==> config.mk <==
export PLATFORM = sky130hd
export DESIGN_NAME = motor_output_interlock
export DESIGN_NICKNAME = d
export VERILOG_FILES = /design/src/rtl/motor_output_interlock.sv
export SDC_FILE = /design/constraint.sdc
export NUM_CORES = 1
export LEC_CHECK = 0
export CORE_MARGIN = 3
export CORE_UTILIZATION = 45
export CTS_CLUSTER_SIZE = 8
export DETAILED_ROUTE_END_ITERATION = 7
export PLACE_DENSITY = 0.75
export SLEW_MARGIN = 10
export SYNTH_ARGS = -nofsm -noshare
export SYNTH_HDL_FRONTEND = slang
export SYNTH_SLANG_ARGS = --single-unit
export TNS_END_PERCENT = 30
==> constraint.sdc <==
create_clock -name clk -period 6.05 [get_ports clk]
set_input_delay 0.9075 -clock clk [delete_from_list [all_inputs] [get_ports clk]]
set_output_delay 0.9075 -clock clk [all_outputs]
set_load 0.02 [all_outputs]
==> src/rtl/motor_output_interlock.sv <==
// Two-motor contactor interlock: break-before-make dead time between motors,
// latched fault handling, and per-motor run-time seconds counters.
module motor_output_interlock #(
   parameter int unsigned CLK_HZ  = 50_000_000,
   parameter int unsigned DEAD_MS = 500
) (
   input  logic        clk,
   input  logic        rst,
   input  logic        req_m1,
   input  logic        req_m2,
   input  logic        fault,
   input  logic        fault_clr,
   output logic        m1_out,
   output logic        m2_out,
   output logic        dead_busy,
   output logic        fault_lat,
   output logic        conflict,
   output logic [31:0] m1_secs,
   output logic [31:0] m2_secs
);

   localparam int unsigned DEAD_CYC = (CLK_HZ / 1000) * DEAD_MS;
   localparam int unsigned SEC_CYC  = CLK_HZ;
   localparam int unsigned DW       = (DEAD_CYC > 1) ? $clog2(DEAD_CYC) : 1;
   localparam int unsigned PW       = (SEC_CYC > 1) ? $clog2(SEC_CYC) : 1;
   localparam logic [DW-1:0] DEAD_LOAD = DW'(DEAD_CYC - 1);
   localparam logic [PW-1:0] PRE_MAX   = PW'(SEC_CYC - 1);

   typedef enum logic [2:0] {
      S_IDLE,
      S_RUN_M1,
      S_RUN_M2,
      S_DEAD,
      S_FAULT
   } state_t;

   state_t          r_state;
   state_t          w_idle_next;
   logic [DW-1:0]   r_dead_cnt;
   logic [PW-1:0]   r_pre_m1;
   logic [PW-1:0]   r_pre_m2;
   logic [31:0]     r_m1_secs;
   logic [31:0]     r_m2_secs;
   logic            r_conflict;
   logic            w_m1_req;
   logic            w_m2_req;

   assign w_m1_req = req_m1 & ~req_m2;
   assign w_m2_req = req_m2 & ~req_m1;

   // Request evaluation shared by IDLE and the DEAD exit edge
   always_comb begin
      w_idle_next = S_IDLE;
      if (w_m1_req)
         w_idle_next = S_RUN_M1;
      else if (w_m2_req)
         w_idle_next = S_RUN_M2;
   end

   // Interlock state machine; fault overrides everything except reset
   always_ff @(posedge clk) begin
      if (rst) begin
         r_state    <= S_IDLE;
         r_dead_cnt <= '0;
      end else if (fault) begin
         r_state <= S_FAULT;
      end else begin
         case (r_state)
            S_IDLE: r_state <= w_idle_next;
            S_RUN_M1: begin
               if (!w_m1_req) begin
                  r_state    <= S_DEAD;
                  r_dead_cnt <= DEAD_LOAD;
               end
            end
            S_RUN_M2: begin
               if (!w_m2_req) begin
                  r_state    <= S_DEAD;
                  r_dead_cnt <= DEAD_LOAD;
               end
            end
            S_DEAD: begin
               // Counter runs DEAD_LOAD..0, giving exactly DEAD_CYC cycles in DEAD
               if (r_dead_cnt == '0)
                  r_state <= w_idle_next;
               else
                  r_dead_cnt <= r_dead_cnt - 1'b1;
            end
            S_FAULT: begin
               if (fault_clr) begin
                  r_state    <= S_DEAD;
                  r_dead_cnt <= DEAD_LOAD;
               end
            end
            default: r_state <= S_IDLE;
         endcase
      end
   end

   // Registered AND of both requests, independent of state
   always_ff @(posedge clk) begin
      if (rst)
         r_conflict <= 1'b0;
      else
         r_conflict <= req_m1 & req_m2;
   end

   // Motor 1 run-time prescaler and saturating seconds counter
   always_ff @(posedge clk) begin
      if (rst) begin
         r_pre_m1  <= '0;
         r_m1_secs <= '0;
      end else if (r_state == S_RUN_M1) begin
         if (r_pre_m1 == PRE_MAX) begin
            r_pre_m1 <= '0;
            if (r_m1_secs != '1)
               r_m1_secs <= r_m1_secs + 32'd1;
         end else begin
            r_pre_m1 <= r_pre_m1 + 1'b1;
         end
      end
   end

   // Motor 2 run-time prescaler and saturating seconds counter
   always_ff @(posedge clk) begin
      if (rst) begin
         r_pre_m2  <= '0;
         r_m2_secs <= '0;
      end else if (r_state == S_RUN_M2) begin
         if (r_pre_m2 == PRE_MAX) begin
            r_pre_m2 <= '0;
            if (r_m2_secs != '1)
               r_m2_secs <= r_m2_secs + 32'd1;
         end else begin
            r_pre_m2 <= r_pre_m2 + 1'b1;
         end
      end
   end

   // Moore outputs decoded from the registered state only
   assign m1_out    = (r_state == S_RUN_M1);
   assign m2_out    = (r_state == S_RUN_M2);
   assign dead_busy = (r_state == S_DEAD);
   assign fault_lat = (r_state == S_FAULT);
   assign conflict  = r_conflict;
   assign m1_secs   = r_m1_secs;
   assign m2_secs   = r_m2_secs;

endmodule

# After elaboration in Yosys (flattened, before gate mapping)
# Index checks and enable logic that the tools add are counted.
# totals
latch_bits	0
regBits	145
n_memories	0
inputBits	6
ram_bits	0
rom_bits	0
# classes
shifts	0
n_eq_ne	17
order_cmp	0
n_mul	0
bitwise	6
div_mod_pow	0
n_mux	15
n_reduce_logical	9
n_addsub	5
# op_table
cell	n
two-way mux 25 bit	4
one-hot mux 25 bit (4 select lines)	1
adder 32 x 1 -> 32 bit, second input constant	2
inequality test 32 bit, second input constant	2
adder 26 x 1 -> 26 bit, second input constant	2
equality test 26 bit, second input constant	2
two-way mux 26 bit	2
logical NOT 25 bit	1
subtractor 25 x 1 -> 25 bit, second input constant	1
two-way mux 3 bit	5
one-hot mux 3 bit (5 select lines)	1
inequality test 3 bit, second input constant	3
inequality test 2 bit, second input constant	4
AND reduction 4 bit	2
equality test 3 x 2 -> 1 bit, second input constant	2
AND reduction 3 bit	2
AND reduction 6 bit	1
two-way mux 2 bit	2
nonzero test 4 bit	1
bitwise AND 1 bit	3
equality test 3 x 1 -> 1 bit, second input constant	1
equality test 3 bit, second input constant	1
logical NOT 3 bit	1
inequality test 3 x 2 -> 1 bit, second input constant	1
other kinds (3)	5

# Depth between registers and ports, before layout
# Gate-level depths: netlist (run 1).
# logic_depth
ltp_word	7
ltp_mapped	9
mapped_depth_nobuf	8

# Worst setup path after synthesis (run 1)
# Ideal clock, no wire load.
# synth_timing
path_kind	input to register
start	in req_m2
end	reg r_dead_cnt[21]
path_stages	6
t_arrival_ps	2116
setup_slack_ps	3860
n_path_buf	0
cell_sequence	nand2b_1 > a32o_1 > o2111a_2 > nand3_4 > or4_1 > a31oi_1
# synth_via
elab_chain_len	4
# synth_lines
item	line	rtl
start, declared	10	input logic req_m2,
NOT 1 bit	48	assign w_m1_req = req_m1 & ~req_m2;
bitwise AND 1 bit	48	
inequality test 2 bit (no line)	--	
AND reduction 6 bit (no line) *	--	
end signal, assigned	87	r_dead_cnt <= r_dead_cnt - 1'b1;
end, declared	39	logic [DW-1:0] r_dead_cnt;
# Mark *: on every way between the ends. The rest lies on a longest branch, timed or not.
# A chain may end at the register's enable or synchronous reset.

# Final worst setup path (run 1)
# layout_timing
start	reg r_state[0]
end	out m1_out
# layout_via
elab_chain_len	1
# layout_lines
item	line	rtl
start, declared	37	state_t r_state;
start signal, assigned	69	S_IDLE: r_state <= w_idle_next;
start signal, assigned	85	r_state <= w_idle_next;
equality test 3 x 1 -> 1 bit	141	assign m1_out = (r_state == S_RUN_M1);
end, declared	13	output logic m1_out,
# No other way between the ends.

==> results by group, run 1 <==
Placement
  – Routability cong.: approximately 0.88
  – Post-detail-place hpwl: between 10 and 15 mm
  – IO buf count: 74
  – DP Area: ~8000 sq um

Routing
  – 1st-iter DRT viols: ~360
  – Router iterations before antenna repair: 4
  – Final wirelength: 15.6 mm
  – Wirelength per Cell: between 10 and 15 um
  – DRT antenna net count: 0
  – Vias per cell: ~5.4
  – Vias after detailed routing: 6,019
  – Remaining DRCs: 0

CTS
  – CTS H-tree lvls: 4
  – Postcts setup bufs: 0
  – Cts repair resizes: 0
  – Hold-fix buffers, CTS: 0
  – Sink Count: ~150
  – Clock latency on the worst-skew pair: around 0.42 ns
  – Clk slew on worst S/H paths: roughly 0.060 ns
  – Clock Path Buffers: 2
  – CTS root buffer: clkbuf_16
  – CTS tree: built
  – Clock buffer count from CTS: 17

Yosys
  – YS warnings: 0
  – Syn Inst Count: approximately 830
  – Synthesized area: around 7100 sq um
  – Post-synth EDFFs: 0
  – Seq/Total Area, Yosys: 41.0%
  – Synth async-reset ratio: 0%
  – Count leader, synth: nor2_1
  – Syn Nets: ~850
  – Top post-synthesis cells by area: dfxtp_1 (41%), xor2_1 (11%), nor2_1 (8.5%)
  – Synth top area share: 41.0%
  – Area leader, netlist: dfxtp_1
  – Post-synth top cells: nor2_1 (161), dfxtp_1 (145), xor2_1 (88)
  – #FFs+latches synth: 145
  – Dominant synthesized flop cell: dfxtp_1
  – Avg Inst Size Synth: approximately 8.5 sq um
  – Yosys cell types: 58

Timing
  – Setup TNS: 0 ns
  – Fmax: about 300 MHz
  – RSZ-0062 raised after global routing: false
  – Hold Vio Cnt, Final: 0
  – Relative slew slack: around two fifths
  – Final setup skew: 0.00802 ns
  – Final setup violation count: 0
  – Final number of max-transition violations: 0
  – Actual slew at the worst max-slew pin: 0.892 ns
  – Crit path time final: 3.34 ns
  – Fin crit share: a little under three fifths
  – WHS: slightly below 0.5 ns

Floorplan
  – Row cnt: 45
  – Die height: ~130 um
  – IO Count: 75
  – Core area: about 15,000 sq um
  – Die W: about 130 um
  – Initial Util: about 46%
  – DIE AREA: approximately 17,000 sq um

Power and ir drop
  – Clock Power Share: a little under half
  – P_sw: 0.000508 W
  – Combinational share of power: 7.2%
  – Lkg Pwr: around 3 nW
  – Int Power: 0.00170 W
  – Switching Share: a little under a quarter
  – PD cells: 257 nW/um^2
  – VDD IR max: 0.207 mV
  – Sequential Power Share: 45.1%

Global routing
  – First-pass GRT wire length: 26.9 mm
  – Initial antenna violation count: 0
  – Vias in the first global route: roughly 5,800
  – Grt ovf: 0
  – All-Layer GR Usage: 18.3%
  – Largest net degree at the start of global routing: 49

Outcome
  – Status: completed

Final layout
  – Share of cells above drive strength 1: roughly 7.5%
  – Nets: between 900 and 1,000
  – Cell area after layout: about 8600 sq um
  – Area Overhead vs Synth: 21.1%
  – Antenna diode count: 0

Setup path
  – Crit path cell chain: nor3b_2, clkdlybuf4s50_1
  – Crit Path Class: flip-flop to primary output
  – Largest stage delay on the critical path: slightly below 0.8 ns
  – CP endpoint kind: primary output
  – Crit start category: flip-flop
  – Required time of the critical path: about 5 ns
  – WP data arrival: roughly 2.4 ns
  – CP max stage cell: clkdlybuf4s50_1
  – Critical path peak fanout: 13

Flow run
  – Max-cap violation count: 0

Hold path
  – Worst min path class: flip-flop to flip-flop
==> worst paths after layout <==
kind / depth (start not counted) / slack [ns] / startpoint / end
min: 2 / 0.50 / m1_secs[1] / m1_secs[1]
max reg2reg: 6 / 2.98 / r_state[0] / m1_secs[27]
min reg2reg: 2 / 0.50 / m1_secs[1] / m1_secs[1]
max: 2 / 2.71 / r_state[0] / m1_out
==> layout by cell type, fill, tap and decap left out, drive strengths merged, types with 4 or more instances in the layout <==
cell type	Yosys	layout
or2	6	6
and2	5	5
dfxtp	145	145
clkdlybuf4s50	0	73
inv	14	14
nor2b	7	7
nor4b	7	7
nand3b	5	5
and3	27	27
nand3	66	66
clkinv	0	5
nor3	21	21
xor2	88	88
xnor2	34	34
ha	6	6
or3	5	5
buf	11	4
nand4	49	49
a21oi	23	23
nor2	161	161
clkbuf	19	23
and4	15	15
nor4	15	15
nand2	51	51
or4	7	7
mux2	4	4
a211oi	5	5
==> registers in the layout, indices dropped and copies added, names as in the netlist <==
register / cells
m1_secs: 32
m2_secs: 32
r_pre_m1: 26
r_pre_m2: 26
r_dead_cnt: 25
r_state: 3
conflict: 1
==> cell type report <==
| class | count | area [sq um] |
|---|---|---|
| tap | 211 | 264 |
| clock inverter | 9 | 104 |
| timing repair buffer | 77 | 758 |
| fill | 1416 | 6730 |
| multi-input combinational | 644 | 4010 |
| clock buffer | 23 | 498 |
| inverter | 14 | 52.6 |
| sequential | 145 | 2900 |
==> through the flow <==
stage | setup slack (ns) | cells | utilization, % | total power [W]
floorplan | 3.86 | 833 | - | 0.00114
CTS | 2.68 | 1123 | 56.1 | 0.00223
detailed placement | 3.03 | 1091 | 52.1 | 0.00117
finish | 2.71 | 1123 | 56.1 | 0.00221
global route | 2.57 | 1123 | 56.1 | 0.00228
global placement | 3.12 | 1091 | 52.1 | 0.00117
==> critical path: cells and delay by family (launching register included) <==
kind                   cells  cell delay, ns
flip-flops                 1            0.56
AND/OR/NAND/NOR            1            0.69
buffers and inverters      1            0.77
==> metal layers <==
| metal | up-vias | GRT usage (%) | part of all wire (%) |
|---|---|---|---|
| met2 | 140 | 29.4 | 46 |
| met1 | 2790 | 23.2 | 47 |
| li1 | 3057 | - | - |
| met5 | - | 0 | 0 |
| met3 | 32 | 4.86 | 5.0 |
| met4 | 0 | 7.76 | 2.3 |
==> cell families after synthesis <==
kind of cell,count (synthesis),synth area share (%)
AO/OA/AOI/OAI,48,4.47
XOR/XNOR,122,15.1
adder cells (fa/ha/maj),6,1.06
buffers and inverters,44,2.54
flip-flops,145,41.0
multiplexers,7,1.06
AND/OR/NAND/NOR,461,34.8
==> power groups by stage <==
stage | registers [W] | clock network [W] | logic (W)
6_report | 0.000996 | 0.00105 | 0.000158
5_1_grt | 0.000999 | 0.00111 | 0.000175
4_1_cts | 0.000995 | 0.00108 | 0.000158
3_5_place_dp | 0.00102 | 0 | 0.000156
3_3_place_gp | 0.00102 | 0 | 0.000154
2_1_floorplan | 0.00101 | 0 | 0.000130
(Power assumes the default switching activity.)
==> run 2: changes to the inputs <==
--- a/config.mk
+++ b/config.mk
@@ -9,7 +9,7 @@
 export CORE_UTILIZATION = 45
 export CTS_CLUSTER_SIZE = 8
 export DETAILED_ROUTE_END_ITERATION = 7
-export PLACE_DENSITY = 0.75
+export PLACE_DENSITY = 0.77
 export SLEW_MARGIN = 10
 export SYNTH_ARGS = -nofsm -noshare
 export SYNTH_HDL_FRONTEND = slang
==> constraint.sdc (replaced) <==
create_clock -name clk -period 2.8 [get_ports clk]
set_input_delay 0.42 -clock clk [delete_from_list [all_inputs] [get_ports clk]]
set_output_delay 0.42 -clock clk [all_outputs]
set_load 0.02 [all_outputs]
==> run 2 against run 1 <==
  * Sequential power grew 120%
  * Register-to-register slack lost 2.7 ns
  * First-iteration DRC count grew 3.9%
  * Clock power grew 110%
  * Critical path type unchanged
  * Critical endpoint is now m2_out
==> results by group, run 2 (synthesized netlist as in run 1, its figures left out) <==
Outcome
  – Status: completed

Setup path
  – Crit Path Class: flip-flop to primary output
  – Reg-to-reg endpoint: m1_secs[27]
  – CP Launch Point: r_state[1]
  – Worst Reg2Reg Path Length in Cells: 6
  – Required time of the critical path: 2.38 ns
  – R2R setup slack: roughly 0.31 ns
  – Worst r2r src: r_pre_m1[7]
  – Crit start category: flip-flop
  – CP endpoint kind: primary output
  – Critical path peak fanout: 10
  – WP data arrival: ~2.1 ns
  – Setup crit end: m2_out

Timing
  – Relative slew slack: 61.5%
  – Final WS setup: around 0.24 ns
  – Actual slew at the worst max-slew pin: around 0.57 ns
  – Hold Vio Cnt, Final: 0
  – Setup TNS: 0 ns
  – RSZ-0062 raised after global routing: false
  – Final setup violation count: 0
  – Final setup skew: 0.00803 ns
  – Final number of max-transition violations: 0
  – Fmax: slightly below 400 MHz
  – Fin crit share: 91.4%
  – Crit path time final: between 2 and 3 ns

CTS
  – Cts repair resizes: 0
  – Hold-fix buffers, CTS: 0
  – Clk slew on worst S/H paths: around 0.060 ns
  – Clock latency on the worst-skew pair: roughly 0.42 ns
  – Clock Path Buffers: 2
  – Postcts setup bufs: 0
  – CTS root buffer: clkbuf_16
  – Sink Count: approximately 150
  – CTS tree: built
  – Clock buffer count from CTS: 17
  – CTS H-tree lvls: 4

Final layout
  – Final Non-Filler Cells: 1,131
  – Fillers: approximately 1,400
  – Nets: about 900
  – Cell area after layout: roughly 8600 sq um
  – Antenna diode count: 0
  – Reg area: between 2000 and 3000 sq um
  – Most frequent cells in the layout: nor2_1 (161), dfxtp_1 (145), xor2_1 (88)
  – Area Overhead vs Synth: 21.4%
  – Fin util: 56.2%
  – Share of cells above drive strength 1: around 7.5%
  – Multi-input logic area: between 4000 and 5000 sq um
  – Commonest non-fill, non-tap cell in the layout: nor2_1

Global routing
  – First-pass GRT wire length: 26.5 mm
  – Initial antenna violation count: 0
  – Busiest grt layer: met2
  – Met3 Track Usage GR: under 10%
  – Vias in the first global route: 5,559
  – Grt ovf: 0
  – GRT met1 Usage: between 20% and 30%
  – Met2 global-route usage: around 28%
  – All-Layer GR Usage: a little under a fifth
  – Largest net degree at the start of global routing: roughly 50

Placement
  – Routability cong.: approximately 0.8
  – IO buf count: 74
  – Placed cell count: ~1,100
  – Post-detail-place hpwl: 10.8 mm
  – DP Area: a little over 8000 sq um
  – Dpl ws: around 0.36 ns

Floorplan
  – Row cnt: between 40 and 50
  – Die W: roughly 130 um
  – Initial Util: about 46%
  – Core area: between 15,000 and 20,000 sq um
  – Die height: around 130 um
  – DIE AREA: around 17,000 sq um
  – IO Count: 75

Routing
  – 1st-iter DRT viols: between 300 and 400
  – DRT antenna net count: 0
  – Wirelength per Cell: 13.8 um
  – Vias after detailed routing: ~6,000
  – Router iterations before antenna repair: 6
  – Final wirelength: around 16 mm
  – Vias per cell: between 5 and 6
  – Remaining DRCs: 0

Power and ir drop
  – Lkg Pwr: 3.00 nW
  – VDD IR max: 0.408 mV
  – PD cells: around 540 nW/um^2

Flow run
  – Max-cap violation count: 0

Hold path
  – Worst min path class: flip-flop to flip-flop
==> run 2: final cells by class <==
type	instances	area share (%)
clock buffers	27	5.61
clock inverters	5	0.902
inverters	14	0.611
multi-input cells	644	46.6
flip-flops and latches	145	33.7
well taps	211	3.07
repair buffers	85	9.51
==> run 2: worst max-delay path, stage by stage, from the launching register on <==
cell	delay (ns)
dfxtp_1	0.51
nor2b_1	0.27
nor2b_1	0.16
buf_4	0.14
clkdlybuf4s50_1	0.64
==> run 2: power by group <==
| part | leakage, nW | internal [W] | switching, W |
|---|---|---|---|
| Combinational | 1.56 | 0.000151 | 0.000199 |
| Sequential | 1.17 | 0.00210 | 0.0000472 |
| Clock | 0.270 | 0.00136 | 0.000807 |
| Total | 3.00 | 0.00361 | 0.00105 |
==> run 2: layer usage <==
metal | routed length [um] | part of all wire, % | up-vias
li1 | - | - | 3071
met1 | 7460 | 48 | 2766
met2 | 7110 | 45 | 140
met3 | 827 | 5.3 | 28
met4 | 251 | 1.6 | 0
met5 | 0 | 0 | -
==> run 2: worst min path at each step <==
stage	startpoint	to	slack [ns]	cells past startpoint
floorplan	r_pre_m2[25]	r_pre_m2[25]	0.46	2
global route	rst	m1_secs[25]	0.51	4
detailed placement	r_pre_m2[25]	r_pre_m2[25]	0.49	2
global placement	r_pre_m2[25]	r_pre_m2[25]	0.48	2
finish	m1_secs[1]	m1_secs[1]	0.49	2
CTS	r_pre_m2[25]	r_pre_m2[25]	0.50	2
==> run 2: stage by stage <==
stage          power (W)  hold slack, ns
2_1_floorplan    0.00246           0.462
3_3_place_gp     0.00253           0.484
3_5_place_dp     0.00253           0.491
4_1_cts          0.00471           0.499
5_1_grt          0.00484           0.511
6_report         0.00466           0.493
